### src/rtl/uart_tx_feeder_if.sv
// uart_tx_feeder_if
//   Groups the signals between uart_tx_feeder, the user logic that pushes
//   bytes, and the uart CSR write port.
//
//   Push side : wr_en, wr_data (in); full, empty, overflow, busy (out)
//   uart side : csr_a, csr_we, csr_di, tx_timeout (out); tx_irq (in)
//
//   slave  : view taken by the feeder itself
//   master : view taken by whatever drives the feeder (user logic / bench)
interface uart_tx_feeder_if;
  logic        wr_en;
  logic [7:0]  wr_data;
  logic        full;
  logic        empty;
  logic        overflow;
  logic        busy;
  logic [13:0] csr_a;
  logic        csr_we;
  logic [31:0] csr_di;
  logic        tx_irq;
  logic        tx_timeout;

  modport slave (
    input  wr_en, wr_data, tx_irq,
    output full, empty, overflow, busy, csr_a, csr_we, csr_di, tx_timeout
  );

  modport master (
    output wr_en, wr_data, tx_irq,
    input  full, empty, overflow, busy, csr_a, csr_we, csr_di, tx_timeout
  );
endinterface

### src/rtl/uart_tx_feeder.sv
// uart_tx_feeder
//   Byte FIFO plus transmit sequencer feeding the uart CSR write port. Bytes
//   pushed by user logic are buffered; each is handed to the uart as a single
//   csr_we strobe with csr_di = {24'b0, byte}, and the next byte is held back
//   until the uart signals completion on tx_irq.
//
// Ports
//   sys_clk  : system clock, rising edge
//   sys_rst  : asynchronous active-high reset
//   feed     : uart_tx_feeder_if.slave
//                wr_en/wr_data        push request and byte
//                full/empty           FIFO occupancy flags
//                overflow             one-cycle pulse, push refused while full
//                busy                 sequencer not idle
//                csr_a/csr_we/csr_di  uart CSR write (address fixed at 0)
//                tx_irq               uart transmit-done pulse
//                tx_timeout           one-cycle pulse when tx_irq never came
//
// Parameters
//   DEPTH_LOG2     : FIFO depth is 2**DEPTH_LOG2 bytes
//   TIMEOUT_CYCLES : WAIT cycles allowed before giving up on tx_irq
//
// Optional feature
//   UART_TX_FEEDER_TIMEOUT_EN : when defined, a watchdog abandons a byte whose
//   tx_irq has not arrived after TIMEOUT_CYCLES WAIT cycles. When undefined,
//   WAIT lasts until tx_irq and tx_timeout is tied low.
module uart_tx_feeder #(
  parameter int unsigned DEPTH_LOG2     = 4,
  parameter int unsigned TIMEOUT_CYCLES = 65535
) (
  input logic             sys_clk,
  input logic             sys_rst,
  uart_tx_feeder_if.slave feed
);

  localparam int unsigned Depth = 2 ** DEPTH_LOG2;

  // Reject configurations that cannot work before anything is built.
  if (DEPTH_LOG2 < 1 || TIMEOUT_CYCLES < 1) begin : g_bad_config
    $error("uart_tx_feeder: DEPTH_LOG2 and TIMEOUT_CYCLES must both be >= 1");
  end

  typedef enum logic [1:0] {
    IDLE  = 2'd0,
    ISSUE = 2'd1,
    WAIT  = 2'd2
  } state_e;

  state_e                state_q, state_d;
  logic [7:0]            mem_q [Depth];
  logic [DEPTH_LOG2-1:0] wr_ptr_q, rd_ptr_q;
  logic [DEPTH_LOG2:0]   count_q;
  logic [31:0]           csr_di_q;
  logic                  overflow_q;
  logic                  full, empty, push, pop;
  logic                  csr_we, busy;
  logic                  timeout_hit;

  // count never exceeds Depth, so its top bit alone marks a full FIFO.
  assign full  = count_q[DEPTH_LOG2];
  assign empty = (count_q == '0);

  // A push is refused on the registered full flag even when a pop frees a
  // slot in the same cycle; pops only happen on the IDLE->ISSUE step.
  assign push = feed.wr_en && !full;
  assign pop  = (state_q == IDLE) && !empty;

`ifdef UART_TX_FEEDER_TIMEOUT_EN
  localparam int unsigned TimerW = $clog2(TIMEOUT_CYCLES + 1);

  logic [TimerW-1:0] timer_q;
  logic              tx_timeout_q;

  // The timer holds the number of WAIT cycles already completed, so the
  // limit is hit during the last permitted WAIT cycle. A tx_irq arriving in
  // that same cycle wins and is treated as a normal completion.
  assign timeout_hit = (state_q == WAIT) && !feed.tx_irq &&
                       (timer_q == TimerW'(TIMEOUT_CYCLES - 1));

  // Watchdog counter: held at zero outside WAIT, so it restarts on every
  // entry into WAIT, and counts one per WAIT cycle.
  always_ff @(posedge sys_clk or posedge sys_rst) begin
    if (sys_rst) begin
      timer_q      <= '0;
      tx_timeout_q <= 1'b0;
    end else begin
      tx_timeout_q <= timeout_hit;
      if (state_q != WAIT) begin
        timer_q <= '0;
      end else begin
        timer_q <= timer_q + 1'b1;
      end
    end
  end

  assign feed.tx_timeout = tx_timeout_q;
`else
  assign timeout_hit     = 1'b0;
  assign feed.tx_timeout = 1'b0;
`endif

  // Sequencer state register.
  always_ff @(posedge sys_clk or posedge sys_rst) begin
    if (sys_rst) begin
      state_q <= IDLE;
    end else begin
      state_q <= state_d;
    end
  end

  // Sequencer next state. tx_irq only matters in WAIT; in IDLE or ISSUE it
  // is ignored.
  always_comb begin
    state_d = state_q;
    unique case (state_q)
      IDLE:    if (!empty) state_d = ISSUE;
      ISSUE:   state_d = WAIT;
      WAIT:    if (feed.tx_irq || timeout_hit) state_d = IDLE;
      default: state_d = IDLE;
    endcase
  end

  // Sequencer outputs, decoded from the registered state only.
  always_comb begin
    csr_we = 1'b0;
    busy   = 1'b0;
    unique case (state_q)
      IDLE:    busy = 1'b0;
      ISSUE: begin
        csr_we = 1'b1;
        busy   = 1'b1;
      end
      WAIT:    busy = 1'b1;
      default: busy = 1'b0;
    endcase
  end

  // FIFO storage. No reset needed: entries are only read after being written.
  always_ff @(posedge sys_clk) begin
    if (push) begin
      mem_q[wr_ptr_q] <= feed.wr_data;
    end
  end

  // FIFO pointers, occupancy, the issued-byte register and the overflow
  // flag. The pointers are exactly DEPTH_LOG2 bits, so they wrap on their
  // own. csr_di keeps the last issued byte until the next pop replaces it.
  always_ff @(posedge sys_clk or posedge sys_rst) begin
    if (sys_rst) begin
      wr_ptr_q   <= '0;
      rd_ptr_q   <= '0;
      count_q    <= '0;
      csr_di_q   <= '0;
      overflow_q <= 1'b0;
    end else begin
      overflow_q <= feed.wr_en && full;
      if (push) begin
        wr_ptr_q <= wr_ptr_q + 1'b1;
      end
      if (pop) begin
        rd_ptr_q <= rd_ptr_q + 1'b1;
        csr_di_q <= {24'h000000, mem_q[rd_ptr_q]};
      end
      unique case ({push, pop})
        2'b10:   count_q <= count_q + 1'b1;
        2'b01:   count_q <= count_q - 1'b1;
        default: count_q <= count_q;
      endcase
    end
  end

  assign feed.full     = full;
  assign feed.empty    = empty;
  assign feed.overflow = overflow_q;
  assign feed.busy     = busy;
  assign feed.csr_a    = 14'd0;
  assign feed.csr_we   = csr_we;
  assign feed.csr_di   = csr_di_q;

endmodule

### src/flat_wrapper.sv
// flat-port wrapper written by rule: the top's interface ports become plain ports
module uart_tx_feeder_flat 
#(
  parameter int unsigned DEPTH_LOG2     = 4,
  parameter int unsigned TIMEOUT_CYCLES = 65535
)
  (sys_clk, sys_rst, feed_wr_en, feed_wr_data, feed_tx_irq, feed_full, feed_empty, feed_overflow, feed_busy, feed_csr_a, feed_csr_we, feed_csr_di, feed_tx_timeout);
  uart_tx_feeder_if feed_i ();
  input logic sys_clk;
  input logic sys_rst;
  input wire logic [$bits(feed_i.wr_en)-1:0] feed_wr_en;
  input wire logic [$bits(feed_i.wr_data)-1:0] feed_wr_data;
  input wire logic [$bits(feed_i.tx_irq)-1:0] feed_tx_irq;
  output wire logic [$bits(feed_i.full)-1:0] feed_full;
  output wire logic [$bits(feed_i.empty)-1:0] feed_empty;
  output wire logic [$bits(feed_i.overflow)-1:0] feed_overflow;
  output wire logic [$bits(feed_i.busy)-1:0] feed_busy;
  output wire logic [$bits(feed_i.csr_a)-1:0] feed_csr_a;
  output wire logic [$bits(feed_i.csr_we)-1:0] feed_csr_we;
  output wire logic [$bits(feed_i.csr_di)-1:0] feed_csr_di;
  output wire logic [$bits(feed_i.tx_timeout)-1:0] feed_tx_timeout;
  assign feed_i.wr_en = feed_wr_en;
  assign feed_i.wr_data = feed_wr_data;
  assign feed_i.tx_irq = feed_tx_irq;
  assign feed_full = feed_i.full;
  assign feed_empty = feed_i.empty;
  assign feed_overflow = feed_i.overflow;
  assign feed_busy = feed_i.busy;
  assign feed_csr_a = feed_i.csr_a;
  assign feed_csr_we = feed_i.csr_we;
  assign feed_csr_di = feed_i.csr_di;
  assign feed_tx_timeout = feed_i.tx_timeout;
  uart_tx_feeder #(.DEPTH_LOG2(DEPTH_LOG2), .TIMEOUT_CYCLES(TIMEOUT_CYCLES)) u_core (.sys_clk(sys_clk), .sys_rst(sys_rst), .feed(feed_i));
endmodule
### config.mk
export PLATFORM = sky130hd
export DESIGN_NAME = uart_tx_feeder_flat
export DESIGN_NICKNAME = d
export VERILOG_FILES = /design/src/rtl/uart_tx_feeder_if.sv /design/src/rtl/uart_tx_feeder.sv /design/src/flat_wrapper.sv
export SDC_FILE = /design/constraint.sdc
export NUM_CORES = 1
export LEC_CHECK = 0
export BUFFER_PORTS_ARGS = -buffer_cell sky130_fd_sc_hd__buf_2
export CAP_MARGIN = 30
export CORE_UTILIZATION = 60
export DETAILED_ROUTE_END_ITERATION = 8
export PLACE_DENSITY = 0.81
export SLEW_MARGIN = 20
export SYNTH_ARGS = -nofsm -noshare
export SYNTH_HDL_FRONTEND = slang
export SYNTH_SLANG_ARGS = --single-unit
export TNS_END_PERCENT = 50
### constraint.sdc
create_clock -name sys_clk -period 8.47 [get_ports sys_clk]
set_input_delay 0.847 -clock sys_clk [delete_from_list [all_inputs] [get_ports sys_clk]]
set_output_delay 0.847 -clock sys_clk [all_outputs]
set_load 0.005 [all_outputs]
## Word level (Yosys, flattened, before mapping)

Memories as Yosys holds them, arrays and structs flattened. A register that Yosys moved wholly into a read port is not among the register bits.
Cells that the tools add are included.

| operators by class | value |
|---|---|
| add/subtract/negate cells | 4 |
| multiply operators | 0 |
| divide/modulo/power cells | 0 |
| magnitude comparators | 0 |
| equal/unequal tests | 6 |
| shifts and indexed selects | 0 |
| muxes and demuxes | 8 |
| bitwise operators | 0 |
| reduce and logical (&&, ||, !) cells | 10 |

Operator list:

| operator | number |
|---|---|
| 5-bit case mux with 2 select lines | 1 |
| 4-bit by 1-bit adder with 4-bit output, second input constant | 2 |
| 2-bit case mux with 3 select lines | 1 |
| 5-bit by 1-bit adder with 5-bit output, second input constant | 1 |
| 5-bit zero test | 1 |
| 5-bit by 1-bit subtractor with 5-bit output, second input constant | 1 |
| 2-bit by 1-bit == test with 1-bit output, second input constant | 2 |
| 2-bit == test, second input constant | 2 |
| 1-bit two-way mux | 4 |
| 2-bit two-way mux | 2 |
| 2-bit != test, second input constant | 2 |
| 1-bit logical AND | 3 |
| 1-bit zero test | 2 |
| 2-bit zero test | 1 |
| 2-bit AND reduction | 1 |
| 2-bit nonzero test | 1 |
| 2-bit OR reduction | 1 |

| word-level totals | value |
|---|---|
| register bits | 16 |
| bits in latches | 0 |
| bits in writable memories | 128 |
| bits in read-only memories | 0 |
| bits of input ports | 12 |
| output and inout port bits | 52 |
| word-level logic and storage cells | 34 |
| memories kept | 1 |

Memory list:

| name | words | bits a word | rd ports | clocked after Yosys merged registers in | wr ports | RTL line | text |
|---|---|---|---|---|---|---|---|
| u_core.mem_q | 16 | 8 | 1 | 1 | 1 | uart_tx_feeder.sv:50 | `logic [7:0] mem_q [Depth];` |

## Logic depth before layout (Yosys ltp)

| logic depth | value |
|---|---|
| word-level depth | 5 |
| mapped depth | 11 |
| gate-level depth less buffers | 10 |

## Worst setup path after synthesis

No wires, ideal clock.

| path | value |
|---|---|
| path type | register -> register |
| start point | reg u_core.count_q[1] |
| end point | reg u_core.count_q[4] |
| setup time | 80 ps |
| arrival | 2706 ps |
| data required time | 8390 ps |
| path slack | 5684 ps |
| cell stages (with the launch flop) | 11 |
| path buffers | 1 |
| period minus slack after synthesis | 2786 ps |
| cell sequence | dfrtp_1 or4_4 o21ai_2 buf_2 inv_1 ha_1 fa_1 a21o_1 a21oi_1 mux2i_1 xnor2_1 |

| on the way | value |
|---|---|
| cells in the longest elaborated chain, start to end | 5 |
| elaborated cells on any way between the ends | 9 |
| those cells by class | add/sub: 2; eq/ne: 2; mux: 1; reduce/logical: 4 |

RTL lines:

| element | RTL line | text |
|---|---|---|
| start: declaration | uart_tx_feeder.sv:52 | `logic [DEPTH_LOG2:0] count_q;` |
| start signal: assignment | uart_tx_feeder.sv:165 | `2'b10: count_q <= count_q + 1'b1;` |
| start signal: assignment | uart_tx_feeder.sv:166 | `2'b01: count_q <= count_q - 1'b1;` |
| start signal: assignment | uart_tx_feeder.sv:167 | `default: count_q <= count_q;` |
| 5-bit zero test * | uart_tx_feeder.sv:61 | `assign empty = (count_q == '0);` |
| 1-bit zero test * | uart_tx_feeder.sv:66 | `assign pop = (state_q == IDLE) && !empty;` |
| 1-bit logical AND * | uart_tx_feeder.sv:66 |  |
| via u_core.pop | uart_tx_feeder.sv:55 | `logic full, empty, push, pop;` |
| 2-bit by 1-bit == test with 1-bit output or 2-bit == test (tied branches) | uart_tx_feeder.sv:164 | `unique case ({push, pop})` |
| 5-bit case mux with 2 select lines or 2-bit nonzero test (tied branches) | - |  |

The timed path passes the listed nets; every way through them passes the cells marked *.
A chain may end at the register's enable or synchronous reset.

## Final worst setup path

Ends and elaborated chain as after synthesis.

==> metrics.csv <==
metric,value,unit
status,"finished, final reports clean",
cts_setup_buffers,0,
synthToLayoutAreaGrowth,9.20,%
netlist_area,6510,sq um
postCtsHoldBufs,0,
rsz0062_at_grt,no,
synthArstFlopShare,15.8,%
synthDistinctLibCells,36,
io_buffers,24,
via_per_inst,6.01,
p_leak,2.66,nW
insertion_delay,0.53,ns
cts_root_buffer,clkbuf_8,
synth-edff-count,128,
crit_path_top_delay_cell,o21ai_2,
fin_crit,3.34,ns
cp_max_fo,21,
antenna_cells,0,
die_area,11300,sq um
drt-wirelength-per-cell,22.5,microns
drcViolationCount,0,
clkSinkCount,152,
setup_viol,0,
min_path_type,in2async,
cp_slowest_stage_delay,0.64,ns
finalClockSkew,0.00676,ns
drv_cap,0,
cts_tree,built,
via_count,3209,
path_delay_family,compound AO/OA/AOI/OAI gates,
drive_gt1_share,22.1,%
grt_pass1_wl,18300,microns
slew_headroom,40.7,%
cts_resized,0,
post-place-ws,5.18,ns
hold_slack,0.278,ns
worst_slew_pin_slew,0.890,ns
postSynthAreaPerCell,18.3,sq um
crit_type,reg2reg,
maxSlewViolCount,0,
dieWidth,106,microns
h-tree-depth,4,
reg2reg_depth,9,
placed_cell_area,6530,sq um
ir_drop,0.000268,V
wirelength,12000,microns
cp_data_required_time,8.93,ns
layout_common_cells,"edfxtp_1, conb_1, buf_2, dfrtp_1, mux4_2",
grt_pass1_vias,3101,
start_util,62.5,%
synth_ff_type,edfxtp_1,
drtAntennaViolNets,0,
path_cells,or4_4 > o21ai_2 > inv_1 > ha_1 > fa_1 > a21o_1 > a21oi_1 > mux2i_1 > xnor2_1,
grtUsageTotal,23.7,%
drt-pass1-iter-count,5,
cp.arrival,3.79,ns
routabilityCongestion,0.795,
critPathCaptureType,flip-flop,
finalCritPeriodShare,39.4,%
dp.final_hpwl,7260,microns
reg2reg_slack,5.13,ns
multiInputGateArea,1750,sq um
grt_max_degree,35,
nets,411,
fillers,621,
drt_iter0_markers,294,
seq_area,4440,sq um
cts_buffers,17,
core_area,10400,sq um
synthCells,356,
critPathLaunchType,flip-flop,
grt-ovfl-total,0,
clk_pin_slew,0.06,ns
ios,64,
die_h,106,microns
yosysWarnings,0,
rr_endpoint,u_core.count_q[4],
antenna_found_initial,0,
fin_ws,5.13,ns
yosysSeqAreaShare,68.2,%
clockBufferDepth,2,
power_density,341,nW/um^2
num_rows,37,
setup_tns,0,ns
synth_seq_cells,152,
layout_commonest_cell,edfxtp_1,
hold_viol,0,
r2r-start,u_core.count_q[1],
fmax,0.300,GHz
path_buf_inv,1,
design_area,7110,sq um
-- cell usage after synthesis, types with 5 or more instances --
library cell,n,area share [%]
a211oi_1,8,0.92
o22ai_1,8,0.77
buf_4,43,5.0
ha_1,13,2.5
and2_1,17,1.6
mux2i_1,9,1.4
nand2_1,5,0.29
buf_2,5,0.38
xnor2_1,7,0.94
a21o_1,10,1.2
edfxtp_1,128,59
mux4_1,10,4.0
dfrtp_1,24,9.2
mux4_2,22,7.6
inv_1,8,0.46
-- sequential cells by signal, indices dropped and copies added, names as in the netlist --
register / cells
u_core.feed.overflow: 1
u_core.count_q: 5
u_core.rd_ptr_q: 4
u_core.state_q: 2
u_core.feed.csr_di: 8
u_core.wr_ptr_q: 4
u_core.mem_q: 128
-- cell type report --
type	instances	share of cell area, %
clock buffers	22	7.12
clock inverters	10	0.827
inverters	8	0.422
multi-input cells	179	24.6
flip-flops and latches	152	62.5
well taps	136	2.39
repair buffers	27	2.11
-- layer usage --
metal | up-vias | global-route usage, % | part of all wire (%)
met5 | - | 0 | 0
met4 | 0 | 11.7 | 3.0
met3 | 25 | 6.07 | 7.8
met2 | 214 | 35.8 | 49
met1 | 1609 | 32.3 | 40
li1 | 1361 | - | -
-- worst max path at each step --
| stage | start | to | slack [ns] | depth (start not counted) |
|---|---|---|---|---|
| global placement | u_core.count_q[1] | u_core.count_q[4] | 5.27 | 9 |
| detailed placement | u_core.count_q[1] | u_core.count_q[4] | 5.18 | 9 |
| finish | u_core.count_q[1] | u_core.count_q[4] | 5.13 | 9 |
| floorplan | u_core.count_q[1] | u_core.count_q[4] | 5.68 | 10 |
| global route | u_core.count_q[1] | u_core.count_q[4] | 4.88 | 9 |
| CTS | u_core.count_q[1] | u_core.count_q[4] | 5.14 | 9 |
-- power by group --
group          switching [mW]  internal (mW)  total (mW)
clock                   0.286          0.419       0.705
combinational           0.375          0.346       0.721
sequential             0.0858          0.915        1.00
total                   0.747           1.68        2.43
-- cell families after synthesis --
logic type | share of synthesized area [%]
compound gates | 3.44
xor+xnor | 1.34
fa+ha+maj | 2.80
buf+inv | 7.05
flops | 68.2
mux | 13.7
other cells | 0.0576
simple gates | 3.36
-- stage by stage --
| step | power (mW) | util [%] | std cells |
|---|---|---|---|
| 5_1_grt | 2.54 | 68.3 | 534 |
| 4_1_cts | 2.44 | 68.1 | 533 |
| 3_5_place_dp | 1.72 | 62.7 | 501 |
| 3_3_place_gp | 1.69 | 62.7 | 501 |
| 2_1_floorplan | 1.58 | - | 394 |
| 6_report | 2.43 | 68.3 | 534 |
No activity file was read; power rests on OpenSTA's default activity.
